$ cat src/rtl/rx_sync_aligner.sv
// Code-group synchronization and comma alignment for a recovered 8b/10b receive stream.
// Tracks link sync state and requests deserializer bit slips while no comma is found.
module rx_sync_aligner #(
    parameter int unsigned SLIP_TIMEOUT = 20,
    parameter int unsigned SLIP_HOLD    = 4
) (
    input  logic       i_CoreClk,
    input  logic       i_XcverDigitalRst,
    input  logic       i_SignalDetect,
    input  logic [7:0] i8_RxCodeGroup,
    input  logic       i_RxCodeCtrl,
    input  logic       i_RxCodeInvalid,
    output logic       o_RxBitSlip,
    output logic       o_SyncStatus,
    output logic       o_RxEven,
    output logic [7:0] o8_RxCodeGroup,
    output logic       o_RxCodeCtrl,
    output logic       o_RxCodeInvalid,
    output logic [3:0] o4_SlipCnt
);

    localparam int unsigned TimerW = $clog2(SLIP_TIMEOUT + 2);
    localparam int unsigned HoldW  = $clog2(SLIP_HOLD + 2);

    typedef enum logic [3:0] {
        LossOfSync, CommaDet1, CommaDet2, CommaDet3, AcqSync1, AcqSync2,
        SyncAcq1, SyncAcq2, SyncAcq2A, SyncAcq3, SyncAcq3A, SyncAcq4, SyncAcq4A
    } stateT;

    stateT             stateQ, stateD;
    logic              evenQ, evenD;
    logic [1:0]        goodQ, goodD;
    logic [TimerW-1:0] timerQ, timerD;
    logic [HoldW-1:0]  holdQ, holdD;
    logic              slipQ, slipD;
    logic [3:0]        slipCntQ, slipCntD;

    logic isComma, isData, cgBad, inHold;

    assign isComma = i_RxCodeCtrl && (i8_RxCodeGroup == 8'hBC) && !i_RxCodeInvalid;
    assign isData  = !i_RxCodeCtrl && !i_RxCodeInvalid;
    // evenQ is the phase of the previous group, so a comma following an even group is misaligned.
    assign cgBad   = i_RxCodeInvalid || (isComma && evenQ);
    assign inHold  = (holdQ != '0);

    always_comb begin
        stateD   = stateQ;
        evenD    = ~evenQ;
        goodD    = goodQ;
        timerD   = timerQ;
        holdD    = inHold ? holdQ - 1'b1 : holdQ;
        slipD    = 1'b0;
        slipCntD = slipCntQ;

        case (stateQ)
            LossOfSync: begin
                if (!inHold && i_SignalDetect) begin
                    if (isComma) begin
                        stateD = CommaDet1;
                        evenD  = 1'b1;
                        timerD = '0;
                    end else if (timerQ == TimerW'(SLIP_TIMEOUT - 1)) begin
                        slipD    = 1'b1;
                        timerD   = '0;
                        holdD    = HoldW'(SLIP_HOLD);
                        slipCntD = (slipCntQ == 4'd9) ? 4'd0 : slipCntQ + 4'd1;
                    end else begin
                        timerD = timerQ + 1'b1;
                    end
                end
            end
            CommaDet1: stateD = isData ? AcqSync1 : LossOfSync;
            CommaDet2: stateD = isData ? AcqSync2 : LossOfSync;
            CommaDet3: stateD = isData ? SyncAcq1 : LossOfSync;
            AcqSync1, AcqSync2: begin
                if (isComma && !evenQ) begin
                    stateD = (stateQ == AcqSync1) ? CommaDet2 : CommaDet3;
                    evenD  = 1'b1;
                end else if (cgBad) begin
                    stateD = LossOfSync;
                end
            end
            SyncAcq1: if (cgBad) stateD = SyncAcq2;
            SyncAcq2: begin
                stateD = cgBad ? SyncAcq3 : SyncAcq2A;
                goodD  = 2'd0;
            end
            SyncAcq3: begin
                stateD = cgBad ? SyncAcq4 : SyncAcq3A;
                goodD  = 2'd0;
            end
            SyncAcq4: begin
                stateD = cgBad ? LossOfSync : SyncAcq4A;
                goodD  = 2'd0;
            end
            // The good group that entered the A state counts as the first of four.
            SyncAcq2A, SyncAcq3A, SyncAcq4A: begin
                if (cgBad) begin
                    stateD = (stateQ == SyncAcq2A) ? SyncAcq3 :
                             (stateQ == SyncAcq3A) ? SyncAcq4 : LossOfSync;
                end else if (goodQ == 2'd2) begin
                    stateD = (stateQ == SyncAcq2A) ? SyncAcq1 :
                             (stateQ == SyncAcq3A) ? SyncAcq2 : SyncAcq3;
                end else begin
                    goodD = goodQ + 2'd1;
                end
            end
            default: stateD = LossOfSync;
        endcase

        if (!i_SignalDetect) begin
            stateD   = LossOfSync;
            slipD    = 1'b0;
            slipCntD = slipCntQ;
        end
        if (!i_SignalDetect || stateD != LossOfSync) begin
            timerD = '0;
        end
    end

    always_ff @(posedge i_CoreClk or posedge i_XcverDigitalRst) begin
        if (i_XcverDigitalRst) begin
            stateQ          <= LossOfSync;
            evenQ           <= 1'b0;
            goodQ           <= 2'd0;
            timerQ          <= '0;
            holdQ           <= '0;
            slipQ           <= 1'b0;
            slipCntQ        <= 4'd0;
            o8_RxCodeGroup  <= 8'h00;
            o_RxCodeCtrl    <= 1'b0;
            o_RxCodeInvalid <= 1'b0;
        end else begin
            stateQ          <= stateD;
            evenQ           <= evenD;
            goodQ           <= goodD;
            timerQ          <= timerD;
            holdQ           <= holdD;
            slipQ           <= slipD;
            slipCntQ        <= slipCntD;
            o8_RxCodeGroup  <= i8_RxCodeGroup;
            o_RxCodeCtrl    <= i_RxCodeCtrl;
            o_RxCodeInvalid <= i_RxCodeInvalid;
        end
    end

    assign o_RxBitSlip  = slipQ;
    assign o_RxEven     = evenQ;
    assign o4_SlipCnt   = slipCntQ;
    assign o_SyncStatus = stateQ inside {SyncAcq1, SyncAcq2, SyncAcq2A, SyncAcq3, SyncAcq3A,
                                         SyncAcq4, SyncAcq4A};

endmodule

$ cat config.mk
export PLATFORM = sky130hd
export DESIGN_NAME = rx_sync_aligner
export DESIGN_NICKNAME = d
export VERILOG_FILES = /design/src/rtl/rx_sync_aligner.sv
export SDC_FILE = /design/constraint.sdc
export NUM_CORES = 1
export LEC_CHECK = 0
export CORE_AREA = 2 2 63 65
export CTS_BUF_LIST = sky130_fd_sc_hd__clkbuf_16
export CTS_CLUSTER_SIZE = 24
export DETAILED_ROUTE_END_ITERATION = 10
export DIE_AREA = 0 0 65 67
export MAX_ROUTING_LAYER = met4
export PLACE_DENSITY_LB_ADDON = 0.05
export SLEW_MARGIN = 20
export SYNTH_ARGS = -nofsm -noshare
export SYNTH_HDL_FRONTEND = slang
export SYNTH_SLANG_ARGS = --single-unit
$ cat constraint.sdc
create_clock -name i_CoreClk -period 2.6 [get_ports i_CoreClk]
set_input_delay 0.26 -clock i_CoreClk [delete_from_list [all_inputs] [get_ports i_CoreClk]]
set_output_delay 0.26 -clock i_CoreClk [all_outputs]
set_load 0.03 [all_outputs]
==> impl_metrics.toml, run 1 <==
[run_status]
status = "finished clean"

[routing]
route.met2.wl_um = 1480
wl_met3_um = 204
drc_errors = 0
wl_met1_um = 1520
top_layer_used = "met4"
routed_via_density = 5.49
vias = 1307
drt_iter0_drc = 68
routedWlPerCell_um = 13.7
wl_um = 3260
dr.pass1.iters = 6
ant_nets = 0

[clock_network]
htreeDepth = 2
path_clk_slew_ns = 0.05
root_buffer = "clkbuf_16"
clock-sinks = 30
clock_path_buffers = 2
cts_made_buffers = 5
hold_buffers = 0
clock_latency_ns = 0.27
post_cts.repair.setup_buffers = 0
cts_resized = 0
cts_tree = "built"

[setup_path]
cp_common_cell = "nand2_1"
crit_path_max_fanout = 19
crit_slowest_cell = "clkdlybuf4s50_1"
setup.worst_path.class = "flop to primary output"
ff2ff_path_depth = 7
start_kind = "flop"
cp_cell_sequence = "o21ai_0 -> nand2_1 -> nand2_1 -> clkdlybuf4s50_1"
worstSetupEndpointType = "primary output"
critical_path_arrival_ns = 2.05
crit_required_ns = 2.34
slowest_delay_ns = 0.67

[synthesis]
synth_edf_count = 0
synthArstFlopShare_pct = 100
yosys_warnings = 0
synth_cell_type_count = 46
avgSynthCellArea_um2 = 10.1
syn_nets = 176
synthCells = 159
synth_ff_type = "dfrtp_1"
synth_area_um2 = 1600
ys_ff_latch = 30
ys_seq_area_share_pct = 46.8

[power_and_ir_drop]
combPwrFrac_pct = 9.1
p_sw_uw = 245
swShare_pct = 21.9
internal_power_uw = 872
power.share.sequential_pct = 44.0
leakagePower_nw = 0.825
power.share.clock_pct = 46.9
ir_worst_vdd_mv = 0.372
power.density_nw_per_um2 = 543

[finish]
fillers = 308
drive_gt1_share_pct = 10.0
final_core_util_pct = 57.0
postLayoutCellArea_um2 = 2060
seq_area_um2 = 751
diodes = 0
fin_cells = 238
areaGrowthSynthToFinish_pct = 28.3
multi_input_area_um2 = 772
final_nets = 206

[floorplanning]
die_h_um = 67
core-area_um2 = 3610
dieArea_um2 = 4360
rows = 22
num_io_pins = 30
initial_core_util_pct = 44.4
die_w_um = 65

[grt]
grt_start_max_net_pins = 31
grt_pass1_vias = 1266
antenna_found_initial = 0
grt_usage_pct = 17.1
grt_pass1_wl_um = 5470
grt-ovfl-total = 0

[timing]
tightest_slew_ns = 0.545
fin_hold_ws_ns = 0.385
period_share_pct = 88.8
fin_setup_tns_ns = 0
grt_setup_unrepaired = "no"
finClkSkew_ns = 0.00416
fmax_mhz = 433
drv_slew = 0
slew_headroom_pct = 63.6
finalSetupViolCount = 0
hold_violations = 0
min_period_ns = 2.31

[flow_run]
cap_violations = 0

[placement]
post-dp-hpwl_um = 2350
placed_area_um2 = 1920
dp.cells = 230
gp_congestion = 0.850
port_buffers = 29

[hold_path]
hp-class = "input pin to asynchronous set/reset pin"
==> metrics by stage <==
stage               setup slack (ns)  power (mW)
CTS                            0.281        1.14
detailed placement             0.241       0.602
global route                   0.166        1.18
finish                         0.290        1.12
global placement               0.271       0.599
floorplan                      0.623       0.552
==> synth_stat cells (3+ instances only) <==
master | n | area share [%]
nand3_1 | 6 | 1.9
ha_1 | 4 | 3.1
nor3_1 | 8 | 2.5
xor2_1 | 4 | 2.2
o21ai_0 | 10 | 3.1
inv_1 | 8 | 1.9
buf_2 | 4 | 1.2
dfrtp_1 | 30 | 47
nand2_1 | 12 | 2.8
xnor2_1 | 4 | 2.2
a21oi_1 | 8 | 2.5
nor4_1 | 3 | 1.2
nand4_1 | 6 | 2.3
nor2_1 | 13 | 3.0
==> metal layers <==
layer	GRT usage [%]	vias to the layer above
met5	-	-
met4	8.24	0
met3	5.24	8
met2	27.6	39
met1	19.4	624
li1	-	636
==> power groups by stage <==
stage / Clock (mW) / Sequential [mW] / Combinational [mW]
CTS: 0.549 / 0.491 / 0.103
global route: 0.573 / 0.493 / 0.113
global placement: 0 / 0.498 / 0.101
finish: 0.524 / 0.492 / 0.102
floorplan: 0 / 0.514 / 0.0375
detailed placement: 0 / 0.499 / 0.103
==> path summary, 6_finish.rpt <==
path	startpoint	end	slack, ns
max in group asynchronous	i_XcverDigitalRst	o8_RxCodeGroup[7]	1.95
worst max register to register	holdQ[0]	o4_SlipCnt[1]	0.37
worst max-delay path	stateQ[0]	o_SyncStatus	0.29
worst min-delay path	i_XcverDigitalRst	holdQ[0]	0.39
worst min register to register	goodQ[0]	goodQ[0]	0.49
min in group i_CoreClk	i8_RxCodeGroup[1]	o8_RxCodeGroup[1]	0.46
==> layout make-up <==
cell class	count	area share [%]
flip-flops and latches	30	36.5
repair buffers	30	14.5
inverters	10	1.83
multi-input cells	112	37.6
clock inverters	3	0.609
well taps	48	2.92
clock buffers	5	6.09
==> cell families after synthesis <==
group	after synthesis	share of synthesized area, %
and+or+nand+nor	63	22.7
adders and majority gates	4	3.12
xor gates and xnor gates	8	4.37
AOI/OAI and AO/OA	36	17.3
DFF	30	46.8
muxes	1	0.703
buffers and inverters	17	5.00
==> cell usage in the layout, fill, tap and decap left out, types with 2 or more instances in the layout <==
master,n
inv_2,2
nor4_1,3
nand4_1,6
nor3_1,8
nand2b_1,2
a211oi_1,2
nand2_1,12
a21oi_1,8
o211a_1,2
clkdlybuf4s50_1,29
inv_1,9
nand3_1,6
dfrtp_1,30
a21oi_2,2
nor2b_1,2
xor2_1,4
clkbuf_16,5
ha_1,4
xnor2_1,4
o21ai_0,10
nor2_1,13
o21ai_1,2
==> registers in the layout, summed over array words and instances, names as in the netlist <==
register / cells
o4_SlipCnt: 4
goodQ: 2
timerQ: 5
o8_RxCodeGroup: 8
o_RxCodeInvalid: 1
o_RxEven: 1
o_RxCodeCtrl: 1
o_RxBitSlip: 1
holdQ: 3
stateQ: 4
==> critical path: cells and delay by family, from the launching register on <==
family	cells	cell delay, ns
simple gates	2	0.17
compound gates	1	0.37
flops	1	0.57
buf+inv	1	0.67
(Power assumes the default switching activity.)
==> run 2: changes to the inputs <==
- CAP_MARGIN: not set -> 20
- SETUP_SLACK_MARGIN: not set -> 0.3
- SLEW_MARGIN: 20 -> 0
==> run 2 against run 1 <==
Compared with the run above: non-clock buffer count increased by 2; via count increased by 0.69%; sequential share of layout area decreased by 0.23 points; power about the same; final area increased by 0.79%; first-iteration DRC count unchanged; critical path depth decreased by 1; flip-flop and latch count unchanged; critical path type unchanged.
==> impl_metrics.toml, run 2 (synthesized netlist as in run 1, its figures left out) <==
[grt]
busiest_layer = "met2"
grt_start_max_net_pins = 31
grt-ovfl-total = 0
grtUsageMet2_pct = 27.6
grt_pass1_wl_um = 5470
antenna_found_initial = 0
grt_use_met1_pct = 19.4
grt_usage_pct = 17.1
grt_use_met3_pct = 5.24
grt_pass1_vias = 1266

[flow_run]
cap_violations = 0

[finish]
largest_reg_flops = 8
reg_top3 = "o8_RxCodeGroup: 8 flops, timerQ: 5 flops"
top_register = "o8_RxCodeGroup"
final_core_util_pct = 57.5
diodes = 0
areaGrowthSynthToFinish_pct = 29.3
final_cell_mix = "29 x dfrtp_1, 29 x clkdlybuf4s50_1, 13 x nor2_1, 12 x nand2_1"
fillers = 309
drive_gt1_share_pct = 11.5
final_nets = 208

[floorplanning]
dieArea_um2 = 4360
rows = 22
core-area_um2 = 3610
die_w_um = 65
initial_core_util_pct = 44.4
die_h_um = 67
num_io_pins = 30

[hold_path]
hp-class = "input pin to asynchronous set/reset pin"

[setup_path]
worstSetupEndpointType = "primary output"
cp_cell_sequence = "nand3b_1 -> nand2_1 -> clkdlybuf4s50_1"
critical_path_arrival_ns = 1.91
crit_required_ns = 2.34
setup.worst_path.class = "flop to primary output"
slowest_delay_ns = 0.67
crit_slowest_cell = "clkdlybuf4s50_1"
crit_path_max_fanout = 15
crit_buf_inv = 1
start_kind = "flop"
crit_family = "buffers and inverters"

[placement]
post-dp-hpwl_um = 2350
port_buffers = 29
gp_congestion = 0.850

[timing]
drv_slew = 0
period_share_pct = 83.3
min_period_ns = 2.17
tightest_slew_ns = 0.491
fmax_mhz = 462
hold_violations = 0
fin_setup_tns_ns = 0
slew_headroom_pct = 67.3
grt_setup_unrepaired = "no"
finClkSkew_ns = 0.00398
finalSetupViolCount = 0

[power_and_ir_drop]
power.share.clock_pct = 46.9
power.density_nw_per_um2 = 539
p_sw_uw = 245
swShare_pct = 21.9
leakagePower_nw = 0.835
power_mw = 1.12
internal_power_uw = 872
ir_worst_vdd_mv = 0.373
combPwrFrac_pct = 9.1
power.share.sequential_pct = 44.0

[clock_network]
clock-sinks = 30
path_clk_slew_ns = 0.05
htreeDepth = 2
root_buffer = "clkbuf_16"
clock_latency_ns = 0.27
clock_path_buffers = 2
cts_tree = "built"
cts_made_buffers = 5

[routing]
wl_um = 3270
drc_errors = 0
vias = 1316
routedWlPerCell_um = 13.6
dr.pass1.iters = 6
drt_iter0_drc = 68
ant_nets = 0
routed_via_density = 5.48

[run_status]
status = "finished clean"
==> run 2: changes by cell type in the layout (fill, tap and decap cells not counted) <==
cell / change
o21ai_1: +1
dfrtp_2: +1
dfrtp_1: -1
o21ai_0: -1
buf_4: +2
==> run 2: worst min-delay path, cell delays in order <==
cell and delay (ns):
clkdlybuf4s50_1 0.40, inv_1 0.06, buf_4 0.34
==> run 2: repair_timing <==
action / 4_1_cts / 5_1_grt
hold buffers: 0 / 0
buffers inserted: 0 / 2
pin swaps: 0 / 1
gates resized for setup: 1 / 1
endpoints found under the setup margin: 1 / 3
==> run 2: layer usage <==
layer  up-vias  routed length [µm]
met4         0                  48
li1        639                   -
met3         8                 206
met5         -                   0
met2        37                1500
met1       632                1510
==> run 2: final timing paths <==
kind / start / endpoint / slack [ns] / depth (start not counted)
min in group i_CoreClk: i8_RxCodeGroup[1] / o8_RxCodeGroup[1] / 0.46 / 1
worst max register to register: holdQ[0] / o4_SlipCnt[1] / 0.47 / 7
worst min-delay path: i_XcverDigitalRst / o_RxCodeInvalid / 0.39 / 3
worst min register to register: goodQ[0] / goodQ[0] / 0.49 / 1
max in group asynchronous: i_XcverDigitalRst / stateQ[0] / 1.93 / 3
worst max-delay path: stateQ[2] / o_SyncStatus / 0.43 / 3
==> run 2: layout make-up <==
type,instances,area (µm²),area share [%]
clock inverters,3,12.5,0.604
multi-input cells,112,772,37.3
flip-flops and latches,30,752,36.3
repair buffers,32,313,15.1
inverters,10,37.5,1.81
well taps,48,60.1,2.90
clock buffers,5,125,6.04
==> run 2: through the flow <==
| stage | cells | cell area, µm² | setup WS (ns) | hold WS (ns) |
|---|---|---|---|---|
| after detailed placement | 230 | 1920 | 0.241 | 0.489 |
| after global routing | 240 | 2070 | 0.304 | 0.445 |
| after floorplan | 159 | 1600 | 0.623 | 0.291 |
| after CTS | 238 | 2060 | 0.357 | 0.395 |
| final | 240 | 2070 | 0.434 | 0.386 |
| after global placement | 230 | 1920 | 0.271 | 0.478 |
==> run 2: power groups by stage <==
stage               clock, mW  combinational (mW)  sequential [mW]
global placement            0               0.101            0.498
floorplan                   0              0.0375            0.514
detailed placement          0               0.103            0.499
finish                  0.524               0.102            0.492
CTS                     0.549               0.103            0.491
global route            0.573               0.113            0.493
==> run 3: changes to the inputs <==
- clock period: 2.6 -> 2.18 ns (I/O delays scaled with it)
==> run 3 against run 2 <==
Compared with the run above: die area stayed put; hold slack worse by 0.30 ns; count of clock-buffer cells in the layout stayed put; flip-flop and latch count stayed put; core utilization is 11 points higher; largest power group unchanged.
==> impl_metrics.toml, run 3 (synthesized netlist as in run 1, its figures left out) <==
[grt]
grt_start_max_net_pins = 31
grt_pass1_wl_um = 6470
grt-ovfl-total = 0
grt_usage_pct = 20.4
grt_pass1_vias = 1425
antenna_found_initial = 0

[floorplanning]
initial_core_util_pct = 44.4
num_io_pins = 30
dieArea_um2 = 4360
core-area_um2 = 3610
die_w_um = 65
rows = 22
die_h_um = 67

[flow_run]
cap_violations = 0

[finish]
final_cell_mix = "29 x dfrtp_1, 29 x buf_4, 19 x clkdlybuf4s50_1, 12 x nor2_1, 12 x nand2_1"
top_register = "o8_RxCodeGroup"
final_core_util_pct = 68.9
reg_top3 = "o8_RxCodeGroup: 8 flops, timerQ: 5 flops"
drive_gt1_share_pct = 35.7
fillers = 278
largest_reg_flops = 8
final_nets = 237
diodes = 0
fin_cells = 269
areaGrowthSynthToFinish_pct = 55.1

[power_and_ir_drop]
swShare_pct = 23.0
power_mw = 1.38
internal_power_mw = 1.06
ir_worst_vdd_mv = 0.390
power.share.sequential_pct = 42.6
combPwrFrac_pct = 11.0
power.share.clock_pct = 46.3
power.density_nw_per_um2 = 554
leakagePower_nw = 1.06
p_sw_uw = 316

[timing]
slew_headroom_pct = 57.3
finClkSkew_ns = 0.00465
fmax_mhz = 514
grt_setup_unrepaired = "yes"
setup_slack_ns = 0.234
drv_slew = 0
fin_hold_ws_ns = 0.0905
hold_violations = 0
min_period_ns = 1.95
finalSetupViolCount = 0
tightest_slew_ns = 0.637
period_share_pct = 89.2

[setup_path]
crit_path_max_fanout = 5
critPathLaunch = "stateQ[1]"
crit_required_ns = 2.34
setup.worst_path.class = "flop to flop"
ff2ff_path_depth = 7
worstSetupEndpointType = "flop"
start_kind = "flop"
critical_path_arrival_ns = 2.10
r2r_start = "stateQ[1]"

[clock_network]
root_buffer = "clkbuf_16"
cts_made_buffers = 5
cts_tree = "built"
hold_buffers = 0
clock_path_buffers = 2
clock-sinks = 30
path_clk_slew_ns = 0.05
htreeDepth = 2
clock_latency_ns = 0.28

[routing]
dr.pass1.iters = 4
drc_errors = 0
routedWlPerCell_um = 14.8
ant_nets = 0
routed_via_density = 5.51
drt_iter0_drc = 47
vias = 1481
wl_um = 3970

[run_status]
status = "finished clean"

[hold_path]
min_from = "i8_RxCodeGroup[0]"
hp-class = "input pin to flop"
hold_depth = 1

[placement]
port_buffers = 29
gp_congestion = 0.866
dp.cells = 247
pre_cts_slack_ns = -0.0842
post-dp-hpwl_um = 2590
## run 3: final cells by class
cell class              instances  area [µm²]  area share [%]
inverters                      10        37.5            1.51
multi-input cells             112         955            38.4
repair buffers                 61         544            21.9
flip-flops and latches         30         752            30.2
well taps                      48        60.1            2.42
clock inverters                 3        12.5           0.503
clock buffers                   5         125            5.03
## run 3: routing by layer
layer / up-vias / global-route usage (%) / wire, µm
met1: 708 / 24.1 / 1650
met2: 59 / 31.8 / 1950
li1: 701 / - / -
met3: 13 / 6.08 / 263
met5: - / - / 0
met4: 0 / 9.84 / 112
## run 3: power by group through the flow
stage	Combinational, mW	Clock, mW	Sequential (mW)
5_1_grt	0.165	0.685	0.588
2_1_floorplan	0.0449	0	0.613
3_5_place_dp	0.129	0	0.595
4_1_cts	0.136	0.653	0.586
3_3_place_gp	0.127	0	0.594
6_report	0.152	0.638	0.587
## run 3: critical path, stage by stage, from the launching register on
cell and delay, ns:
dfrtp_1 0.42, nand2b_1 0.18, or3_4 0.35, o32ai_4 0.30, nor3_2 0.09, buf_4 0.15
a21oi_4 0.26, nor4b_2 0.08
## run 3: worst paths after layout
check / endpoint / slack [ns]
setup reg to reg: timerQ[0] / 0.23
hold reg to reg: goodQ[0] / 0.51
setup / recovery: timerQ[0] / 0.23
min in group asynchronous: holdQ[0] / 0.34
hold / removal: o8_RxCodeGroup[0] / 0.09
max in group asynchronous: stateQ[2] / 1.55
## run 3: repair_timing
item                                    in CTS  in global routing
endpoints found under the setup margin       9                 11
gates resized for setup                     21                 32
pin swaps                                   11                 21
setup buffers                                4                 10
## run 3: stage by stage
step,instance area (µm²),TNS (ns)
6_report,2490,0
5_1_grt,2490,0
4_1_cts,2280,0
3_5_place_dp,2050,-0.350
3_3_place_gp,2050,-0.280
2_1_floorplan,1610,0
